[src/rtl/alu_operand_stage.sv]
// Two-entry registered issue buffer feeding the combinational ALU, with optional
// writeback snooping of held and incoming operands (enable with `define ALU_OPERAND_FWD_EN).
module alu_operand_stage #(
  parameter int unsigned W   = 8,
  parameter int unsigned OPW = 3,
  parameter int unsigned RW  = 3
) (
  input  logic           Clk,
  input  logic           Reset,
  input  logic           Flush,
  input  logic           InValid,
  output logic           InReady,
  input  logic [W-1:0]   InOpA,
  input  logic [W-1:0]   InOpB,
  input  logic [RW-1:0]  InSrcA,
  input  logic [RW-1:0]  InSrcB,
  input  logic           InImmB,
  input  logic [OPW-1:0] InOP,
  input  logic [RW-1:0]  InDst,
  output logic           OutValid,
  input  logic           OutReady,
  output logic [W-1:0]   InputA,
  output logic [W-1:0]   InputB,
  output logic [OPW-1:0] OP,
  output logic [RW-1:0]  Dst,
  input  logic           FwdValid,
  input  logic [RW-1:0]  FwdDst,
  input  logic [W-1:0]   FwdData,
  output logic [1:0]     Count
);

  localparam int unsigned DEPTH = 2;

  logic [W-1:0]   a_q    [DEPTH];
  logic [W-1:0]   a_d    [DEPTH];
  logic [W-1:0]   b_q    [DEPTH];
  logic [W-1:0]   b_d    [DEPTH];
  logic [RW-1:0]  srca_q [DEPTH];
  logic [RW-1:0]  srca_d [DEPTH];
  logic [RW-1:0]  srcb_q [DEPTH];
  logic [RW-1:0]  srcb_d [DEPTH];
  logic           immb_q [DEPTH];
  logic           immb_d [DEPTH];
  logic [OPW-1:0] op_q   [DEPTH];
  logic [OPW-1:0] op_d   [DEPTH];
  logic [RW-1:0]  dst_q  [DEPTH];
  logic [RW-1:0]  dst_d  [DEPTH];
  logic [1:0]     count_q;
  logic [1:0]     count_d;

  // Operand values after this cycle's writeback snoop
  logic [W-1:0]   fa     [DEPTH];
  logic [W-1:0]   fb     [DEPTH];
  logic [W-1:0]   in_a;
  logic [W-1:0]   in_b;

  logic           push;
  logic           pop;
  logic           wr_slot1;

  assign InReady  = !Reset && (count_q != 2'd2);
  assign OutValid = (count_q != 2'd0);
  assign push     = InValid && InReady;
  assign pop      = OutValid && OutReady;
  assign wr_slot1 = (count_q == 2'd1) && !pop;

  assign InputA = a_q[0];
  assign InputB = b_q[0];
  assign OP     = op_q[0];
  assign Dst    = dst_q[0];
  assign Count  = count_q;

  // Snoop: only occupied slots are updated so empty slots keep reading as zero
  always_comb begin
    for (int i = 0; i < DEPTH; i++) begin
      fa[i] = a_q[i];
      fb[i] = b_q[i];
    end
    in_a = InOpA;
    in_b = InOpB;
`ifdef ALU_OPERAND_FWD_EN
    if (FwdValid) begin
      for (int i = 0; i < DEPTH; i++) begin
        if (count_q > 2'(i)) begin
          if (FwdDst == srca_q[i]) fa[i] = FwdData;
          if (!immb_q[i] && (FwdDst == srcb_q[i])) fb[i] = FwdData;
        end
      end
      if (FwdDst == InSrcA) in_a = FwdData;
      if (!InImmB && (FwdDst == InSrcB)) in_b = FwdData;
    end
`endif
  end

`ifndef ALU_OPERAND_FWD_EN
  logic unused_fwd;
  assign unused_fwd = ^{FwdValid, FwdDst, FwdData, InSrcA, InSrcB, InImmB,
                        srca_q[0], srca_q[1], srcb_q[0], srcb_q[1],
                        immb_q[0], immb_q[1]};
`endif

  // Next-state: flush clears, pop shifts slot 1 down, push fills first free slot
  always_comb begin
    count_d = count_q;
    for (int i = 0; i < DEPTH; i++) begin
      a_d[i]    = fa[i];
      b_d[i]    = fb[i];
      srca_d[i] = srca_q[i];
      srcb_d[i] = srcb_q[i];
      immb_d[i] = immb_q[i];
      op_d[i]   = op_q[i];
      dst_d[i]  = dst_q[i];
    end

    if (Flush) begin
      count_d = 2'd0;
      for (int i = 0; i < DEPTH; i++) begin
        a_d[i]    = '0;
        b_d[i]    = '0;
        srca_d[i] = '0;
        srcb_d[i] = '0;
        immb_d[i] = 1'b0;
        op_d[i]   = '0;
        dst_d[i]  = '0;
      end
    end else begin
      if (pop) begin
        a_d[0]    = fa[1];
        b_d[0]    = fb[1];
        srca_d[0] = srca_q[1];
        srcb_d[0] = srcb_q[1];
        immb_d[0] = immb_q[1];
        op_d[0]   = op_q[1];
        dst_d[0]  = dst_q[1];
        a_d[1]    = '0;
        b_d[1]    = '0;
        srca_d[1] = '0;
        srcb_d[1] = '0;
        immb_d[1] = 1'b0;
        op_d[1]   = '0;
        dst_d[1]  = '0;
      end
      if (push) begin
        if (wr_slot1) begin
          a_d[1]    = in_a;
          b_d[1]    = in_b;
          srca_d[1] = InSrcA;
          srcb_d[1] = InSrcB;
          immb_d[1] = InImmB;
          op_d[1]   = InOP;
          dst_d[1]  = InDst;
        end else begin
          a_d[0]    = in_a;
          b_d[0]    = in_b;
          srca_d[0] = InSrcA;
          srcb_d[0] = InSrcB;
          immb_d[0] = InImmB;
          op_d[0]   = InOP;
          dst_d[0]  = InDst;
        end
      end
      count_d = count_q + 2'(push) - 2'(pop);
    end
  end

  always_ff @(posedge Clk) begin
    if (Reset) begin
      count_q <= 2'd0;
      for (int i = 0; i < DEPTH; i++) begin
        a_q[i]    <= '0;
        b_q[i]    <= '0;
        srca_q[i] <= '0;
        srcb_q[i] <= '0;
        immb_q[i] <= 1'b0;
        op_q[i]   <= '0;
        dst_q[i]  <= '0;
      end
    end else begin
      count_q <= count_d;
      for (int i = 0; i < DEPTH; i++) begin
        a_q[i]    <= a_d[i];
        b_q[i]    <= b_d[i];
        srca_q[i] <= srca_d[i];
        srcb_q[i] <= srcb_d[i];
        immb_q[i] <= immb_d[i];
        op_q[i]   <= op_d[i];
        dst_q[i]  <= dst_d[i];
      end
    end
  end

endmodule
[config.mk]
export PLATFORM = sky130hd
export DESIGN_NAME = alu_operand_stage
export DESIGN_NICKNAME = d
export VERILOG_FILES = /design/src/rtl/alu_operand_stage.sv
export SDC_FILE = /design/constraint.sdc
export NUM_CORES = 1
export LEC_CHECK = 0
export ABC_AREA = 1
export CAP_MARGIN = 10
export CELL_PAD_IN_SITES_DETAIL_PLACEMENT = 0
export CELL_PAD_IN_SITES_GLOBAL_PLACEMENT = 1
export CORE_ASPECT_RATIO = 0.6
export CORE_MARGIN = 2
export CORE_UTILIZATION = 35
export CTS_BUF_LIST = sky130_fd_sc_hd__clkbuf_8
export DETAILED_ROUTE_END_ITERATION = 10
export HOLD_SLACK_MARGIN = 0.03
export PLACE_DENSITY_LB_ADDON = 0.1
export SKIP_LAST_GASP = 1
export SLEW_MARGIN = 30
export SYNTH_ARGS = -nofsm -noshare
export SYNTH_HDL_FRONTEND = slang
export SYNTH_SLANG_ARGS = --single-unit
[constraint.sdc]
create_clock -name Clk -period 3.3 [get_ports Clk]
set_clock_uncertainty 0.05 [all_clocks]
set_input_delay 0.825 -clock Clk [delete_from_list [all_inputs] [get_ports Clk]]
set_output_delay 0.825 -clock Clk [all_outputs]
set_load 0.005 [all_outputs]
Word-level counts from Yosys, hierarchy flattened:

Memory sizes are Yosys's and may differ from the RTL's.
Index checks and enable logic that the tools add are counted.

* bits of input ports: 46
* register bits after elaboration: 2
* bits in writable memories: 44
* output and inout port bits: 26
* logic and storage cells: 56
* memories kept: 4

* add/subtract/negate cells: 2
* mux-type cells: 31
* reduce and logical (&&, ||, !) cells: 8
* equality and inequality tests: 2
* bitwise gates (word level): 8

Memories
* a_q: words 2, width 8, rd ports 2, clocked after Yosys merged registers in 0, wr ports 2, RTL line 34 `logic [W-1:0] a_q [DEPTH];`
* b_q: words 2, width 8, rd ports 2, clocked after Yosys merged registers in 0, wr ports 2, RTL line 36 `logic [W-1:0] b_q [DEPTH];`
* dst_q: words 2, width 3, rd ports 2, clocked after Yosys merged registers in 0, wr ports 2, RTL line 46 `logic [RW-1:0] dst_q [DEPTH];`
* op_q: words 2, width 3, rd ports 2, clocked after Yosys merged registers in 0, wr ports 2, RTL line 44 `logic [OPW-1:0] op_q [DEPTH];`

Operators with widths (number)
* $mux 16: 6
* $mux 8: 8
* $mux 6: 6
* $mux 3: 8
* $or 1x1->1: 8
* $logic_and 1x1->1: 4
* $mux 1: 3
* $add 2x1->2: 1
* $eq 2x1->1 const B: 1
* $logic_not 1->1: 2
* $ne 2x2->1 const B: 1
* $reduce_bool 2->1: 1
* $reduce_or 2->1: 1
* $sub 2x1->2: 1

Logic depth before layout (Yosys ltp):

* word-level depth: 8
* gate-level depth with buffers: 11
* gate-level depth less buffers: 10

Least setup slack after synthesis:

Ideal clock, no wire load.

* path kind: input to register
* from: input port OutReady
* to: register count_q[1] (netlist: Count[1])
* setup slack: 1.083 ns
* path buffers: 2
* stages: 10
* required time: 3.129 ns
* data arrival time: 2.046 ns
* setup time: 0.121 ns
* path through: buf_4 > nand2_4 > inv_2 > buf_6 > ha_1 > inv_1 > ha_1 > xnor2_1 > o21ai_0 > a21oi_1

* cells in the longest elaborated chain, start to end: 2

Ends and longest elaborated chain
* start, declared: RTL line 21 `input logic OutReady,`
* $logic_and 1x1->1: RTL line 64 `assign pop = OutValid && OutReady;`
* $sub 2x1->2: RTL line 162 `count_d = count_q + 2'(push) - 2'(pop);`
* end signal, assigned: RTL line 179 `count_q <= count_d;`
* end, declared: RTL line 48 `logic [1:0] count_q;`

No other way between the ends.
A chain may end at the register's enable or synchronous reset.

Worst setup path in the final report:

* from: input port Reset
* to: output port InReady

* cells in the longest elaborated chain, start to end: 2

Ends and longest elaborated chain
* start, declared: RTL line 9 `input logic Reset,`
* $logic_not 1->1: RTL line 61 `assign InReady = !Reset && (count_q != 2'd2);`
* $logic_and 1x1->1: RTL line 61
* end, declared: RTL line 12 `output logic InReady,`

No other way between the ends.

==> key figures <==
Critical path
  • Worst Path Buf+Inv: 2
  • Worst Setup Path Type: in -> out
  • Critical path endpoint category: output port
  • Most used cell, CP: clkdlybuf4s50_1
  • CP Max Fanout: 3
  • Critical path cell sequence: clkdlybuf4s50_1 > a21oi_1 > clkdlybuf4s50_1
  • Critical Path AT: 1.98 ns
  • Slowest stage delay, CP: 0.53 ns
  • Cell family with most CP delay: buffers and inverters
  • R2R cell count: 9
  • Slowest cell on crit path: clkdlybuf4s50_1
  • Critical Path Stages: 3
  • Crit path launch type: input pin
  • CP Data Required Time: 2.42 ns

Timing
  • RSZ-0062 raised after global routing: false
  • Hold Fails Final Rpt: 0
  • Peak Freq: 350.8 MHz
  • Min Clock Period, post-route: 2.851 ns
  • Worst setup margin: 0.4495 ns
  • Final setup violating endpoints: 0
  • Relative slew margins: 0.5883
  • Worst hold slack: 0.4448 ns
  • Worst Tran Pin Value: 0.6161 ns
  • Fin. max-slew vios: 0
  • Setup tns final: 0 ns
  • Post-route clock period utilization: 0.8638

CTS
  • CTS tree: yes
  • Clk pin slew, worst setup/hold paths: 0.09 ns
  • Post-CTS sizing: 0
  • H-tree lvl count: 2
  • Cts bufs inserted: 5
  • Post-CTS Setup Repair Bufs: 0
  • Later-pin clock latency in the skew report: 0.29 ns
  • TritonCTS Sinks: 46
  • Max Root-Sink Buffers: 2
  • Root buf cell: clkbuf_8
  • CTS Hold Bufs: 0

GRT
  • Congestion Overflow GR: 0
  • Total track usage: 0.1580
  • Vias in the first global route: 1946
  • First-pass GRT wire length: 8.914 mm
  • Largest net degree at the start of global routing: 44
  • Initial antenna violation count: 0

Floorplanning
  • # IOs: 72
  • Starting density of the core: 0.3710
  • Die height: 67.18 um
  • Die width: 109.3 um
  • DIE AREA: 7343 um^2
  • # rows: 22
  • Core Box Area: 6276 um^2

Placed design
  • Final HPWL DP: 3.422 mm
  • Gp weighted congestion: 0.7111
  • Pre-CTS setup slack: 0.4481 ns
  • # port buffers: 52

Logic synthesis
  • Synth Warn #: 0
  • Syn nets: 402
  • Yosys top cell area share: 0.3955
  • Avg Synthesized Cell Area: 6.578 um^2
  • Flops & latches, synth: 46
  • Post-synth cell types: 22
  • Largest area contributor in the netlist: dfxtp_1
  • Mapped Area: 2328 um^2
  • Cell count after synthesis: 354
  • Post-synthesis sequential area ratio: 0.3955
  • Largest cells by area after synthesis: dfxtp_1 (40%), nand2_1 (17%), nor2_1 (11%)

Pwr
  • P_sw: 0.0002825 W
  • Register share of total power: 0.524
  • Clock Power Share: 0.331
  • Max VDD drop: 0.0001495 V
  • P_leak: 1.207 nW
  • PwrDens: 385.7 nW/um^2
  • Internal power: 0.0008101 W
  • Switching Fraction: 0.2586
  • Pwr Total: 0.001093 W
  • Logic pwr share: 0.144

Layout
  • Layout cells sized above 1: 0.06299
  • P&R area growth vs syn: 21.66%
  • Antenna cells: 0
  • Nets@finish: 428

Min path
  • Worst Hold Class: reg -> reg
  • Hold depth: 2

Flow run
  • Max Cap Viol: 0

Routing
  • WL per Instance: 11.44 um
  • DR vias: 2039
  • Antenna violation net count after detailed routing: 0
  • Drt pass-1 iters: 4
  • Post-DR vias/cell: 4.385
  • Residual DRC: 0
  • Post-Route WL: 5.320 mm
  • Initial DRC count: 76

Status
  • Status: finished clean
-- synth_stat cells, drive strengths merged --
cell type,instances
dfxtp,46
xnor2,1
nand2,110
nor2,71
ha,2
clkbuf,5
o21ai,25
nand3,7
a21oi,20
inv,27
nor3,5
buf,35
-- metal layers --
metal  share of wire  vias to the layer above  track usage
li1                -                     1112            -
met1            0.54                      882       0.2124
met4          0.0066                        0      0.04430
met2            0.39                       40       0.2508
met5               0                        -            0
met3           0.060                        5      0.04440
-- worst min-delay path, cell delays in order, from the launching register on --
cell and delay, ns:
dfxtp_1 0.34, a21oi_1 0.06, nor2_1 0.07
-- path summary, 6_finish.rpt --
kind	startpoint	end	slack, ns
worst min-delay path	op_q[0][4]	op_q[0][4]	0.44
worst max-delay path	Reset	InReady	0.45
worst min register to register	op_q[0][4]	op_q[0][4]	0.44
worst max register to register	Count[0]	Count[1]	1.57
-- state kept, by name (all words and copies together), names as in the netlist --
signal,count
Count,2
a_q,16
b_q,16
dst_q,6
op_q,6
-- power by group through the flow --
stage          Sequential, W  Clock, W  Combinational (W)
4_1_cts             0.000573  0.000372           0.000159
2_1_floorplan       0.000584         0          0.0000960
5_1_grt             0.000575  0.000390           0.000178
6_report            0.000573  0.000362           0.000158
3_5_place_dp        0.000586         0           0.000158
3_3_place_gp        0.000586         0           0.000160
-- cells by family after synthesis --
| group | share of synthesized area |
|---|---|
| buffers and inverters | 0.1585 |
| AO/OA/AOI/OAI | 0.09672 |
| flip-flops | 0.3955 |
| adder cells (fa/ha/maj) | 0.01075 |
| AND/OR/NAND/NOR | 0.3348 |
| XOR/XNOR | 0.003762 |
-- final cells by class --
| cell class | count | area [um^2] |
|---|---|---|
| Fill cell | 679 | 3443 |
| Multi-Input combinational cell | 241 | 1041 |
| Sequential cell | 46 | 920.9 |
| Timing Repair Buffer | 59 | 573.1 |
| Tap cell | 84 | 105.1 |
| Inverter | 27 | 101.3 |
| Clock buffer | 6 | 82.58 |
| Clock inverter | 2 | 8.758 |
-- through the flow --
step,utilization,std cells,area [um^2]
floorplan,-,354,2328
global placement,0.4368,457,2741
detailed placement,0.4368,457,2741
CTS,0.4514,465,2833
global route,0.4514,465,2833
finish,0.4514,465,2833
-- layout by cell type, fill, tap and decap left out --
cell type,instances
dfxtp_1,46
clkinv_2,1
o21ai_1,1
nand2_2,1
buf_4,7
a21oi_1,20
nand2_4,1
nor2_1,67
ha_1,2
xnor2_1,1
inv_1,25
nor2_2,2
nor2_4,2
clkdlybuf4s50_1,52
nand3_4,1
nand3_1,6
o21ai_0,24
nor3_1,5
clkbuf_8,6
nand2_1,108
inv_2,3
Note: power is estimated with default switching activity, not from simulation.
